File: src/rtl/mig7_memtest.sv
// Purpose: DDR3 bring-up traffic generator on the MIG7 app_* interface: writes an address-derived pattern, reads it back, compares.
// Latency: enters WRITE the cycle after start; done rises on the edge that accepts the last returned read beat (or on abort).
// Backpressure: commands wait on app_rdy and write beats on app_wdf_rdy, each independently; read beats are never stalled.
module mig7_memtest #(
    parameter logic [27:0] ADDR_BEGIN = 28'h0000000,
    parameter int unsigned CMD_COUNT  = 1024,
    parameter logic [31:0] SEED       = 32'hA5A5_5A5A,
    parameter int unsigned TIMEOUT    = 65536
) (
    input  logic         clk,
    input  logic         rst_n,
    input  logic         start,
    input  logic         init_calib_complete,
    output logic [27:0]  app_addr,
    output logic [2:0]   app_cmd,
    output logic         app_en,
    input  logic         app_rdy,
    output logic [127:0] app_wdf_data,
    output logic [15:0]  app_wdf_mask,
    output logic         app_wdf_wren,
    output logic         app_wdf_end,
    input  logic         app_wdf_rdy,
    input  logic [127:0] app_rd_data,
    input  logic         app_rd_data_valid,
    input  logic         app_rd_data_end,
    output logic         app_sr_req,
    output logic         app_ref_req,
    output logic         app_zq_req,
    input  logic         app_sr_active,
    input  logic         app_ref_ack,
    input  logic         app_zq_ack,
    output logic         busy,
    output logic         done,
    output logic         pass,
    output logic         timeout,
    output logic [31:0]  error_count,
    output logic [27:0]  first_err_addr
);

    localparam logic [1:0]  S_IDLE  = 2'd0;
    localparam logic [1:0]  S_WRITE = 2'd1;
    localparam logic [1:0]  S_READ  = 2'd2;
    localparam logic [1:0]  S_DONE  = 2'd3;
    localparam logic [2:0]  CMD_WR  = 3'b000;
    localparam logic [2:0]  CMD_RD  = 3'b001;
    localparam logic [24:0] LAST_IDX  = 25'(CMD_COUNT - 1);
    localparam logic [24:0] ALL_CMDS  = 25'(CMD_COUNT);
    localparam logic [31:0] WD_LAST   = 32'(TIMEOUT - 1);

    logic [1:0]  state;
    logic [24:0] cmd_idx;     // index of the command currently offered
    logic [24:0] ret_idx;     // index of the next read beat expected back
    logic [27:0] cmd_addr;
    logic [27:0] ret_addr;
    logic        cmd_ok;      // write command of this beat already accepted
    logic        dat_ok;      // write data of this beat already accepted
    logic [31:0] wd_cnt;

    logic cmd_acc, dat_acc, beat, activity, running;
    logic pair_done, mismatch, wd_fire, abort, finish, run_start;

    // Four copies of the address XOR seed; copy 0 sits in the low word.
    function automatic logic [127:0] pattern(input logic [27:0] a);
        logic [31:0] w;
        w = {4'h0, a} ^ SEED;
        return {4{w}};
    endfunction

    // Inputs the design deliberately does not use.
    logic unused_ok;
    assign unused_ok = ^{app_rd_data_end, app_sr_active, app_ref_ack, app_zq_ack};

    assign running      = (state == S_WRITE) || (state == S_READ);
    assign app_en       = ((state == S_WRITE) && !cmd_ok) || ((state == S_READ) && (cmd_idx != ALL_CMDS));
    assign app_wdf_wren = (state == S_WRITE) && !dat_ok;
    assign app_wdf_end  = app_wdf_wren;
    assign app_wdf_mask = 16'h0000;
    assign app_cmd      = (state == S_READ) ? CMD_RD : CMD_WR;
    assign app_addr     = running ? cmd_addr : 28'h0;
    assign app_wdf_data = (state == S_WRITE) ? pattern(cmd_addr) : 128'h0;
    assign app_sr_req   = 1'b0;
    assign app_ref_req  = 1'b0;
    assign app_zq_req   = 1'b0;

    assign cmd_acc   = app_en & app_rdy;
    assign dat_acc   = app_wdf_wren & app_wdf_rdy;
    assign beat      = (state == S_READ) & app_rd_data_valid;
    assign activity  = cmd_acc | dat_acc | beat;
    assign pair_done = (cmd_ok | cmd_acc) & (dat_ok | dat_acc);
    assign mismatch  = beat & (app_rd_data != pattern(ret_addr));
    assign wd_fire   = !activity && (wd_cnt == WD_LAST);
    // Calibration loss is handled exactly like a watchdog expiry.
    assign abort     = running & (wd_fire | !init_calib_complete);
    assign finish    = beat & (ret_idx == LAST_IDX);
    assign run_start = start & init_calib_complete & ((state == S_IDLE) || (state == S_DONE));
    assign pass      = done & ~timeout & (error_count == 32'h0);

    // Sequencing: FSM, command/return counters, per-beat handshake flags and the watchdog.
    always_ff @(posedge clk) begin
        if (!rst_n) begin
            state    <= S_IDLE;
            cmd_idx  <= 25'd0;
            ret_idx  <= 25'd0;
            cmd_addr <= 28'h0;
            ret_addr <= 28'h0;
            cmd_ok   <= 1'b0;
            dat_ok   <= 1'b0;
            wd_cnt   <= 32'd0;
        end else begin
            case (state)
                S_IDLE, S_DONE: begin
                    if (run_start) begin
                        state    <= S_WRITE;
                        cmd_idx  <= 25'd0;
                        cmd_addr <= ADDR_BEGIN;
                        cmd_ok   <= 1'b0;
                        dat_ok   <= 1'b0;
                        wd_cnt   <= 32'd0;
                    end
                end
                S_WRITE: begin
                    if (abort) begin
                        state <= S_DONE;
                    end else begin
                        wd_cnt <= activity ? 32'd0 : wd_cnt + 32'd1;
                        if (pair_done) begin
                            cmd_ok <= 1'b0;
                            dat_ok <= 1'b0;
                            if (cmd_idx == LAST_IDX) begin
                                state    <= S_READ;
                                cmd_idx  <= 25'd0;
                                cmd_addr <= ADDR_BEGIN;
                                ret_idx  <= 25'd0;
                                ret_addr <= ADDR_BEGIN;
                            end else begin
                                cmd_idx  <= cmd_idx + 25'd1;
                                cmd_addr <= cmd_addr + 28'd8;
                            end
                        end else begin
                            cmd_ok <= cmd_ok | cmd_acc;
                            dat_ok <= dat_ok | dat_acc;
                        end
                    end
                end
                S_READ: begin
                    if (abort) begin
                        state <= S_DONE;
                    end else begin
                        wd_cnt <= activity ? 32'd0 : wd_cnt + 32'd1;
                        if (cmd_acc) begin
                            cmd_idx  <= cmd_idx + 25'd1;
                            cmd_addr <= cmd_addr + 28'd8;
                        end
                        if (beat) begin
                            ret_idx  <= ret_idx + 25'd1;
                            ret_addr <= ret_addr + 28'd8;
                            if (finish) begin
                                state <= S_DONE;
                            end
                        end
                    end
                end
                default: state <= S_IDLE;
            endcase
        end
    end

    // Status: busy/done/timeout flags plus the saturating error count and first failing address.
    always_ff @(posedge clk) begin
        if (!rst_n) begin
            busy           <= 1'b0;
            done           <= 1'b0;
            timeout        <= 1'b0;
            error_count    <= 32'h0;
            first_err_addr <= 28'h0;
        end else if (run_start) begin
            busy           <= 1'b1;
            done           <= 1'b0;
            timeout        <= 1'b0;
            error_count    <= 32'h0;
            first_err_addr <= 28'h0;
        end else if (running) begin
            if (mismatch) begin
                if (error_count == 32'h0) begin
                    first_err_addr <= ret_addr;
                end
                if (error_count != 32'hFFFF_FFFF) begin
                    error_count <= error_count + 32'd1;
                end
            end
            if (abort) begin
                busy    <= 1'b0;
                done    <= 1'b1;
                timeout <= 1'b1;
            end else if (finish) begin
                busy <= 1'b0;
                done <= 1'b1;
            end
        end
    end

endmodule
File: config.mk
export PLATFORM = sky130hd
export DESIGN_NAME = mig7_memtest
export DESIGN_NICKNAME = d
export VERILOG_FILES = /design/src/rtl/mig7_memtest.sv
export SDC_FILE = /design/constraint.sdc
export NUM_CORES = 1
export LEC_CHECK = 0
export BUFFER_PORTS_ARGS = -buffer_cell sky130_fd_sc_hd__clkbuf_2
export CELL_PAD_IN_SITES_DETAIL_PLACEMENT = 1
export CELL_PAD_IN_SITES_GLOBAL_PLACEMENT = 1
export CORE_ASPECT_RATIO = 0.8
export CORE_MARGIN = 10
export CORE_UTILIZATION = 38
export CTS_CLUSTER_DIAMETER = 50
export CTS_CLUSTER_SIZE = 20
export DETAILED_ROUTE_END_ITERATION = 10
export GPL_TIMING_DRIVEN = 1
export PLACE_DENSITY_LB_ADDON = 0.1
export SLEW_MARGIN = 20
export SYNTH_ARGS = -nofsm -noshare
export SYNTH_HDL_FRONTEND = slang
export SYNTH_SLANG_ARGS = --single-unit
File: constraint.sdc
create_clock -name clk -period 3 [get_ports clk]
set_input_delay 0.15 -clock clk [delete_from_list [all_inputs] [get_ports clk]]
set_output_delay 0.15 -clock clk [all_outputs]
set_load 0.05 [all_outputs]
# == After elaboration in Yosys (flattened, before gate mapping) ==
# Cells that the tools add are included.
# totals
inputBits,139
register_bits,205
# op_classes
bitwise_logic,20
n_mux,54
add_sub_neg,6
n_eq_ne,21
reduce_logical,31
# op_table
cell,count
28-bit 2-to-1 mux,12
25-bit 2-to-1 mux,11
128-bit 2-to-1 mux,1
128-bit inequality test,1
32-bit 2-to-1 mux,3
28-bit one-hot mux with 3 select lines,1
25-bit one-hot mux with 3 select lines,1
32-bit by 1-bit adder with 32-bit output (second input constant),2
32-bit one-hot mux with 2 select lines,1
28-bit by 4-bit adder with 28-bit output (second input constant),2
28-bit one-hot mux with 2 select lines,1
25-bit by 1-bit adder with 25-bit output (second input constant),2
25-bit by 10-bit equality test with 1-bit output (second input constant),2
25-bit one-hot mux with 2 select lines,1
32-bit by 16-bit equality test with 1-bit output (second input constant),1
32-bit logical NOT,1
32-bit inequality test (second input constant),1
14-bit NOT with 16-bit output,2
25-bit by 11-bit inequality test with 1-bit output (second input constant),1
2-bit 2-to-1 mux,7
2-bit inequality test (second input constant),7
1-bit 2-to-1 mux,12
1-bit bitwise AND,11
5-bit AND reduction,2
19 further kinds,46

# == Longest topological paths before layout ==
# Gate-level depths: netlist (run 1).
# logic_depth
depth_word,13
mapped_depth,11
mapped_depth_nobuf,9

# == Least setup slack after synthesis (run 1) ==
# Ideal clock, no wire load.
# synth_path
kind,register -> register
start,register state[1]
end,register cmd_idx[21]
required_time_ps,2930
synth_period_minus_slack_ps,3674
n_path_buf,2
setup_slack_ps,-674
setup_ps,70
arrival_ps,3604
stages_incl_launch_ff,12
cell_sequence,dfxtp_1 inv_1 ha_1 nor2b_1 a221o_1 nor4_1 a221oi_1 o21a_1 clkbuf_1 buf_1 nand4_1 a21oi_1
# synth_via
elab_cells_between_ends,31
classes_between,8 x eq/ne; 1 x mux; 11 x bitwise; 11 x reduce/logical
# synth_rtl
element,line_no,text
from (decl),50,logic [1:0] state;
from (signal assigned),101,state <= S_IDLE;
from (signal assigned),113,state <= S_WRITE;
from (signal assigned),123,state <= S_DONE;
2-bit by 1-bit equality test with 1-bit output *,75,assign app_wdf_wren = (state == S_WRITE) && !dat_ok;
1-bit logical AND *,75,
via app_wdf_end,21,"output logic app_wdf_end,"
1-bit bitwise AND *,86,assign dat_acc = app_wdf_wren & app_wdf_rdy;
1-bit bitwise OR (2 in series),88,assign activity = cmd_acc | dat_acc | beat;
1-bit logical NOT,91,assign wd_fire = !activity && (wd_cnt == WD_LAST);
1-bit logical AND,91,
1-bit bitwise OR,93,assign abort = running & (wd_fire | !init_calib_complete);
1-bit bitwise AND,93,
2-bit inequality test (no source line),-,
5-bit AND reduction (no source line) *,-,
to (signal assigned),136,cmd_idx <= cmd_idx + 25'd1;
to (signal assigned),151,cmd_idx <= cmd_idx + 25'd1;
to (decl),51,logic [24:0] cmd_idx;
# The timed path passes the listed nets; every way through them passes the cells marked *.
# A chain may end at the register's enable or synchronous reset.

# == Final worst setup path (run 1) ==
# layout_path
start,register cmd_idx[7]
end,register ret_addr[17]
# layout_via
elab_chain_len,12
elab_cells_between_ends,18
classes_between,6 x eq/ne; 7 x bitwise; 5 x reduce/logical
# layout_lines
element,line_no,text
25-bit by 11-bit inequality test with 1-bit output,74,assign app_en = ((state == S_WRITE) && !cmd_ok) || ((state == S_READ) && (cmd_idx != ALL_CMDS));
1-bit logical AND,74,
1-bit logical OR,74,
1-bit bitwise AND,85,assign cmd_acc = app_en & app_rdy;
1-bit bitwise OR (2 in series),88,
1-bit logical NOT,91,
1-bit logical AND,91,
1-bit bitwise OR,93,
1-bit bitwise AND,93,
2-bit inequality test (no source line),-,
6-bit AND reduction (no source line) *,-,
to (signal assigned),156,ret_addr <= ret_addr + 28'd8;
to (decl),54,logic [27:0] ret_addr;
# Mark *: on every way between the ends. The rest lies on a longest branch, timed or not.

==> results of run 1 <==
[path summary, 6_finish.rpt]
| check | startpoint | endpoint | slack (ps) | cells after the start |
|---|---|---|---|---|
| max reg2reg | cmd_idx[7]$_SDFFE_PN0P_ | ret_addr[17]$_SDFFE_PN0P_ | 90 | 7 |
| min | app_wdf_rdy | dat_ok$_SDFFE_PN0P_ | 120 | 3 |
| max | cmd_idx[7]$_SDFFE_PN0P_ | ret_addr[17]$_SDFFE_PN0P_ | 90 | 7 |
| min reg2reg | cmd_idx[1]$_SDFFE_PN0P_ | cmd_idx[1]$_SDFFE_PN0P_ | 490 | 2 |
[critical path: stages, from the launching register on]
cell,delay [ps]
dfxtp_1,370
or4b_1,590
or2_2,310
o31ai_2,320
a31oi_2,320
and2_1,320
buf_4,220
a311oi_1,340
[cell families after synthesis]
kind of cell               synth area share
xor gates and xnor gates            0.07100
muxes                               0.02419
DFF                                  0.3059
other                             0.0002923
buffers and inverters                0.1184
AOI/OAI and AO/OA                    0.1627
adders and majority gates           0.01073
and+or+nand+nor                      0.3068
[flip-flops by register name (all words and copies together) (netlist names)]
name	count
first_err_addr	25
cmd_idx	25
busy	1
done	1
wd_cnt	32
cmd_ok	1
state	2
cmd_addr	25
timeout	1
ret_idx	25
error_count	32
dat_ok	1
ret_addr	25
[placed cells by master, fill, tap and decap left out, drive strengths merged, types with 8 or more instances in the layout]
cell    count
ha         11
or3        23
o211ai     29
nor4       52
xor2       43
nor3b       9
nand3b      8
xnor2      61
o22ai      23
or4        28
nand3      72
o21a       16
dfxtp     196
conb       43
inv        28
a21oi      93
nor2      159
or2        11
nor3       40
and4       12
o21ai      65
buf        92
clkbuf    354
o31ai      24
nand2     127
and3       37
mux2i      31
a31oi      26
and2       29
nand4      68
nor2b      31
[routing by layer]
| metal | vias to the layer above | GRT usage | wire length (µm) |
|---|---|---|---|
| met2 | 316 | 0.3684 | 23410 |
| li1 | 6355 | - | - |
| met4 | 0 | 0.03776 | 463 |
| met5 | - | 0 | 0 |
| met1 | 6627 | 0.3080 | 23320 |
| met3 | 33 | 0.04035 | 2256 |
[what timing repair did]
item | in CTS | in global routing
setup buffers | 0 | 5
setup endpoints to repair | 0 | 54
resized for setup | 0 | 12
[power groups by stage]
stage | Sequential [mW] | Clock, mW | Combinational (mW)
5_1_grt | 2.69 | 2.68 | 4.06
2_1_floorplan | 2.76 | 0 | 2.81
6_report | 2.69 | 2.50 | 3.81
3_3_place_gp | 2.74 | 0 | 3.62
4_1_cts | 2.68 | 2.56 | 3.68
3_5_place_dp | 2.75 | 0 | 3.67
[cell type report]
class                      count  area (µm²)  share of cell area
timing repair buffer         427        2471              0.1616
multi-input combinational   1250        7625              0.4985
inverter                      29       108.9            0.007117
tap                          434       543.0             0.03550
sequential                   196        3924              0.2565
clock inverter                12       180.2             0.01178
clock buffer                  19       442.9             0.02896
[per-stage QoR]
stage	utilization	hold WS [ps]	total power [mW]	TNS [ps]
after floorplan	-	341.3	5.571	0
after global routing	0.4568	132.8	9.430	-39.30
after detailed placement	0.4350	486.0	6.418	0
final	0.4568	124.0	8.996	0
after global placement	0.4350	460.6	6.369	0
after CTS	0.4536	92.10	8.933	0
==> impl_metrics.env, run 1 <==
export IMPL_worstMarginPinSlew_ps=887.6
export IMPL_critPathMaxFanout=11
export IMPL_place_area_mm2=0.01456
export IMPL_yosysSeqAreaShare=0.3059
export IMPL_num_antenna_cells=0
export IMPL_rows=60
export IMPL_cts_max_path_buffers=2
export IMPL_cap_viol_max_count=0
export IMPL_slew_limit_headroom=0.4028
export IMPL_num_io_pins=384
export IMPL_grt_pass1_wl_um=75710
export IMPL_cts_tree="built"
export IMPL_core_region_area_mm2=0.03348
export IMPL_final_max_slew_viol_count=0
export IMPL_instances_no_fill=2367
export IMPL_place_inst=2330
export IMPL_io_buffers=336
export IMPL_synth_area_leaders="dfxtp_1 (31%), buf_4 (7.7%), nor2_1 (4.7%)"
export IMPL_critPathKind="flip-flop to flip-flop"
export IMPL_gr_total_overflow=0
export IMPL_die_area_mm2=0.04155
export IMPL_setup_violations=0
export IMPL_die_h_um=184.3
export IMPL_cp_end_kind="flip-flop"
export IMPL_pwr_share_comb=0.423
export IMPL_worstSkewPairLatency_ps=460
export IMPL_synth_top_area_share=0.3059
export IMPL_drive_gt1_frac=0.2602
export IMPL_status="finished, final reports clean"
export IMPL_ir_worst_vdd_mv=0.3748
export IMPL_fill_cells=4182
export IMPL_final_period_utilization=0.9709
export IMPL_htree_levels=4
export IMPL_dr_total_vias=13330
export IMPL_dr_pass1_iters=5
export IMPL_synth_edf_count=0
export IMPL_die_w_um=225.4
export IMPL_synth_flop_cell="dfxtp_1"
export IMPL_fin_area_mm2=0.01529
export IMPL_viasPerCell=5.632
export IMPL_yosys_top_cells_count="dfxtp_1 (196), nor2_1 (159), buf_4 (131)"
export IMPL_fmax_mhz=343.3
export IMPL_drc=0
export IMPL_cts_root_buf="clkbuf_16"
export IMPL_grt_max_degree=47
export IMPL_fin_ws_ps=87.23
export IMPL_switching_share=0.4435
export IMPL_ys_types=68
export IMPL_hp_class="input pin to flip-flop"
export IMPL_cp_arrival_ps=3250
export IMPL_synth_async_reset_ratio=0
export IMPL_p_switching_mw=3.989
export IMPL_cts_made_buffers=17
export IMPL_first_global_vias=13390
export IMPL_antenna_found_initial=1
export IMPL_finClkSkew_ps=10.16
export IMPL_pwr_share_seq=0.298
export IMPL_numClockSinks=196
export IMPL_drtAntennaViolNets=0
export IMPL_power_leakage_nw=6.265
export IMPL_area_delta_synth_final_pct=19.22
export IMPL_hpwl_um=37980
export IMPL_power_density_mw_per_mm2=588.2
export IMPL_pre_cts_slack_ps=80.36
export IMPL_routabilityCongestion=0.8627
export IMPL_worstPathRequired_ps=3340
export IMPL_start_util=0.3831
export IMPL_drtIter0Drc=956
export IMPL_grt_usage=0.2258
export IMPL_yosys_area_top_type="dfxtp_1"
export IMPL_wl_per_cell_um=20.89
export IMPL_finalCriticalPeriod_ps=2913
export IMPL_cts_clk_slew_worst_paths_ps=70
export IMPL_yosysWarnings=0
export IMPL_wl_um=49450
export IMPL_cp_start_kind="flip-flop"
export IMPL_netlist_instances=1666
export IMPL_synth_most_common_cell="dfxtp_1"
export IMPL_yosys_register_bits=196
export IMPL_hold_violations=0
export IMPL_final_nets=2071
export IMPL_clockPowerShare=0.278
export IMPL_cts_hold_buf=0
export IMPL_synth_area_mm2=0.01283
export IMPL_syn_area_per_cell_um2=7.700
export IMPL_cellInternalPower_mw=5.007
No activity file was read; power rests on OpenSTA's default activity.
==> run 2: changes to the inputs <==
BUFFER_PORTS_ARGS = -buffer_cell sky130_fd_sc_hd__buf_4   (was -buffer_cell sky130_fd_sc_hd__clkbuf_2)
SLEW_MARGIN = default   (was 20)
==> run 2 against run 1 <==
Critical path depth is 1 higher. Sequential share of layout area is 1.1 points lower. Total power is 0.67% lower. Largest cell class unchanged. Largest power group unchanged. Highest routed layer unchanged.
==> impl_metrics.env, run 2 (synthesized netlist as in run 1, its figures left out) <==
export IMPL_cts_clk_slew_worst_paths_ps=70
export IMPL_cts_hold_buf=0
export IMPL_die_h_um=184.3
export IMPL_cp_end_kind="flip-flop"
export IMPL_htree_levels=4
export IMPL_mostFrequentLayoutCell="buf_4"
export IMPL_rows=60
export IMPL_antenna_found_initial=0
export IMPL_final_nets=2061
export IMPL_drive_gt1_frac=0.2548
export IMPL_grt_max_degree=57
export IMPL_routabilityCongestion=0.8713
export IMPL_finClkSkew_ps=11.75
export IMPL_setup_violations=0
export IMPL_cts_tree="built"
export IMPL_status="finished, final reports clean"
export IMPL_r2r_slack_ps=180
export IMPL_cts_resized=0
export IMPL_critPathKind="flip-flop to flip-flop"
export IMPL_worstSkewPairLatency_ps=460
export IMPL_top_layer="met4"
export IMPL_met1_length_um=23150
export IMPL_power_leakage_nw=6.435
export IMPL_area_delta_synth_final_pct=24.61
export IMPL_fill_cells=4142
export IMPL_viasPerCell=5.612
export IMPL_start_util=0.3831
export IMPL_wl_met3_um=2172
export IMPL_slew_limit_headroom=0.3918
export IMPL_drtAntennaViolNets=0
export IMPL_fin_setup_tns_ps=0
export IMPL_hp_start="init_calib_complete"
export IMPL_drtIter0Drc=979
export IMPL_hold_path_cell_count=3
export IMPL_grt_pass1_wl_um=76220
export IMPL_instances_no_fill=2358
export IMPL_finalCriticalPeriod_ps=2822
export IMPL_rr_worst_depth=8
export IMPL_numClockSinks=196
export IMPL_cts_max_path_buffers=2
export IMPL_hpwl_um=38280
export IMPL_timing_rr_start="cmd_idx[1]$_SDFFE_PN0P_"
export IMPL_fmax_mhz=354.3
export IMPL_multi_input_area_mm2=0.007596
export IMPL_wl_met2_um=23570
export IMPL_final_period_utilization=0.9407
export IMPL_io_buffers=336
export IMPL_cts_setup_buffers=0
export IMPL_holdPathEnd="state[1]$_SDFFE_PN0P_"
export IMPL_hp_class="input pin to flip-flop"
export IMPL_first_global_vias=13380
export IMPL_ff_latch_area_mm2=0.003925
export IMPL_grt_usage=0.2272
export IMPL_worstMarginPinSlew_ps=903.9
export IMPL_rsz0062_at_grt="false"
export IMPL_place_inst=2326
export IMPL_dr_total_vias=13230
export IMPL_cts_made_buffers=17
export IMPL_r2r_end="cmd_addr[7]$_SDFFE_PN0P_"
export IMPL_worstPathRequired_ps=3330
export IMPL_power_density_mw_per_mm2=559.0
export IMPL_wl_um=49300
export IMPL_wl_per_cell_um=20.91
export IMPL_hold_violations=0
export IMPL_drc=0
export IMPL_cts_root_buf="clkbuf_16"
export IMPL_critPathMaxFanout=21
export IMPL_cap_viol_max_count=0
export IMPL_num_io_pins=384
export IMPL_ir_worst_vdd_mv=0.3743
export IMPL_die_w_um=225.4
export IMPL_cp_start_kind="flip-flop"
export IMPL_die_area_mm2=0.04155
export IMPL_dr_pass1_iters=5
export IMPL_final_max_slew_viol_count=0
export IMPL_cp_arrival_ps=3150
export IMPL_gr_total_overflow=0
export IMPL_largest_registers="error_count (32), wd_cnt (32)"
export IMPL_core_region_area_mm2=0.03348
export IMPL_final_cell_mix="buf_4 (411), dfxtp_1 (195), nor2_1 (159)"
## run 2: cell types whose count changed in the layout (fill, tap and decap cells not counted), moves of 2 or more
cell | before | now
clkbuf_2 | 335 | 0
bufinv_16 | 4 | 2
nor4_1 | 49 | 51
o21a_1 | 14 | 16
clkinvlp_4 | 2 | 4
buf_4 | 83 | 411
nor4_2 | 2 | 0
o21a_2 | 2 | 0
## run 2: worst max path at each step
stage	from	end	slack, ps	depth (start not counted)
after floorplan	state[1]$_SDFFE_PN0P_	cmd_idx[21]$_SDFFE_PN0P_	80	11
after global placement	ret_idx[0]$_SDFFE_PN0P_	ret_idx[20]$_SDFFE_PN0P_	210	7
after detailed placement	ret_idx[0]$_SDFFE_PN0P_	ret_idx[20]$_SDFFE_PN0P_	150	7
after CTS	ret_idx[0]$_SDFFE_PN0P_	ret_idx[20]$_SDFFE_PN0P_	130	7
after global routing	state[0]$_SDFFE_PN0P_	cmd_idx[6]$_SDFFE_PN0P_	3	8
final	cmd_idx[1]$_SDFFE_PN0P_	cmd_addr[7]$_SDFFE_PN0P_	180	8
## run 2: area by class of cell
class	count	share of cell area
Clock buffer	19	0.02833
Antenna cell	1	0.0001565
Inverter	29	0.006810
Multi-Input combinational cell	1249	0.4752
Tap cell	434	0.03397
Clock inverter	12	0.008219
Sequential cell	196	0.2455
Timing Repair Buffer	418	0.2018
## run 2: routing by layer
| metal | track usage | vias up |
|---|---|---|
| met5 | 0 | - |
| met4 | 0.03803 | 0 |
| li1 | - | 6353 |
| met2 | 0.3738 | 261 |
| met1 | 0.3056 | 6592 |
| met3 | 0.04384 | 28 |
## run 2: worst max-delay path, stage by stage, from the launching register on
cell     delay (ps)
dfxtp_1         370
ha_1            220
nand3_1         140
or4b_1          600
or2_2           340
o21a_1          420
nand2_1         150
buf_4           290
o21ai_0         150
## run 2: metrics by stage
stage | total power, mW | hold WS [ps] | util | area [µm²] | setup WS, ps
floorplan | 5.571 | 341.3 | - | 13000 | 78.49
finish | 8.936 | 64.57 | 0.4774 | 15990 | 177.9
global route | 9.330 | 53.42 | 0.4774 | 15980 | 2.572
CTS | 9.000 | 38.08 | 0.4766 | 15960 | 128.0
global placement | 6.581 | 442.5 | 0.4591 | 15370 | 212.3
detailed placement | 6.639 | 451.9 | 0.4591 | 15370 | 148.3
## run 2: report_power, final
part	switching, mW	internal, mW
clock network	1.08	1.27
registers	0.0457	2.64
logic	2.81	1.09
total	3.94	5.00
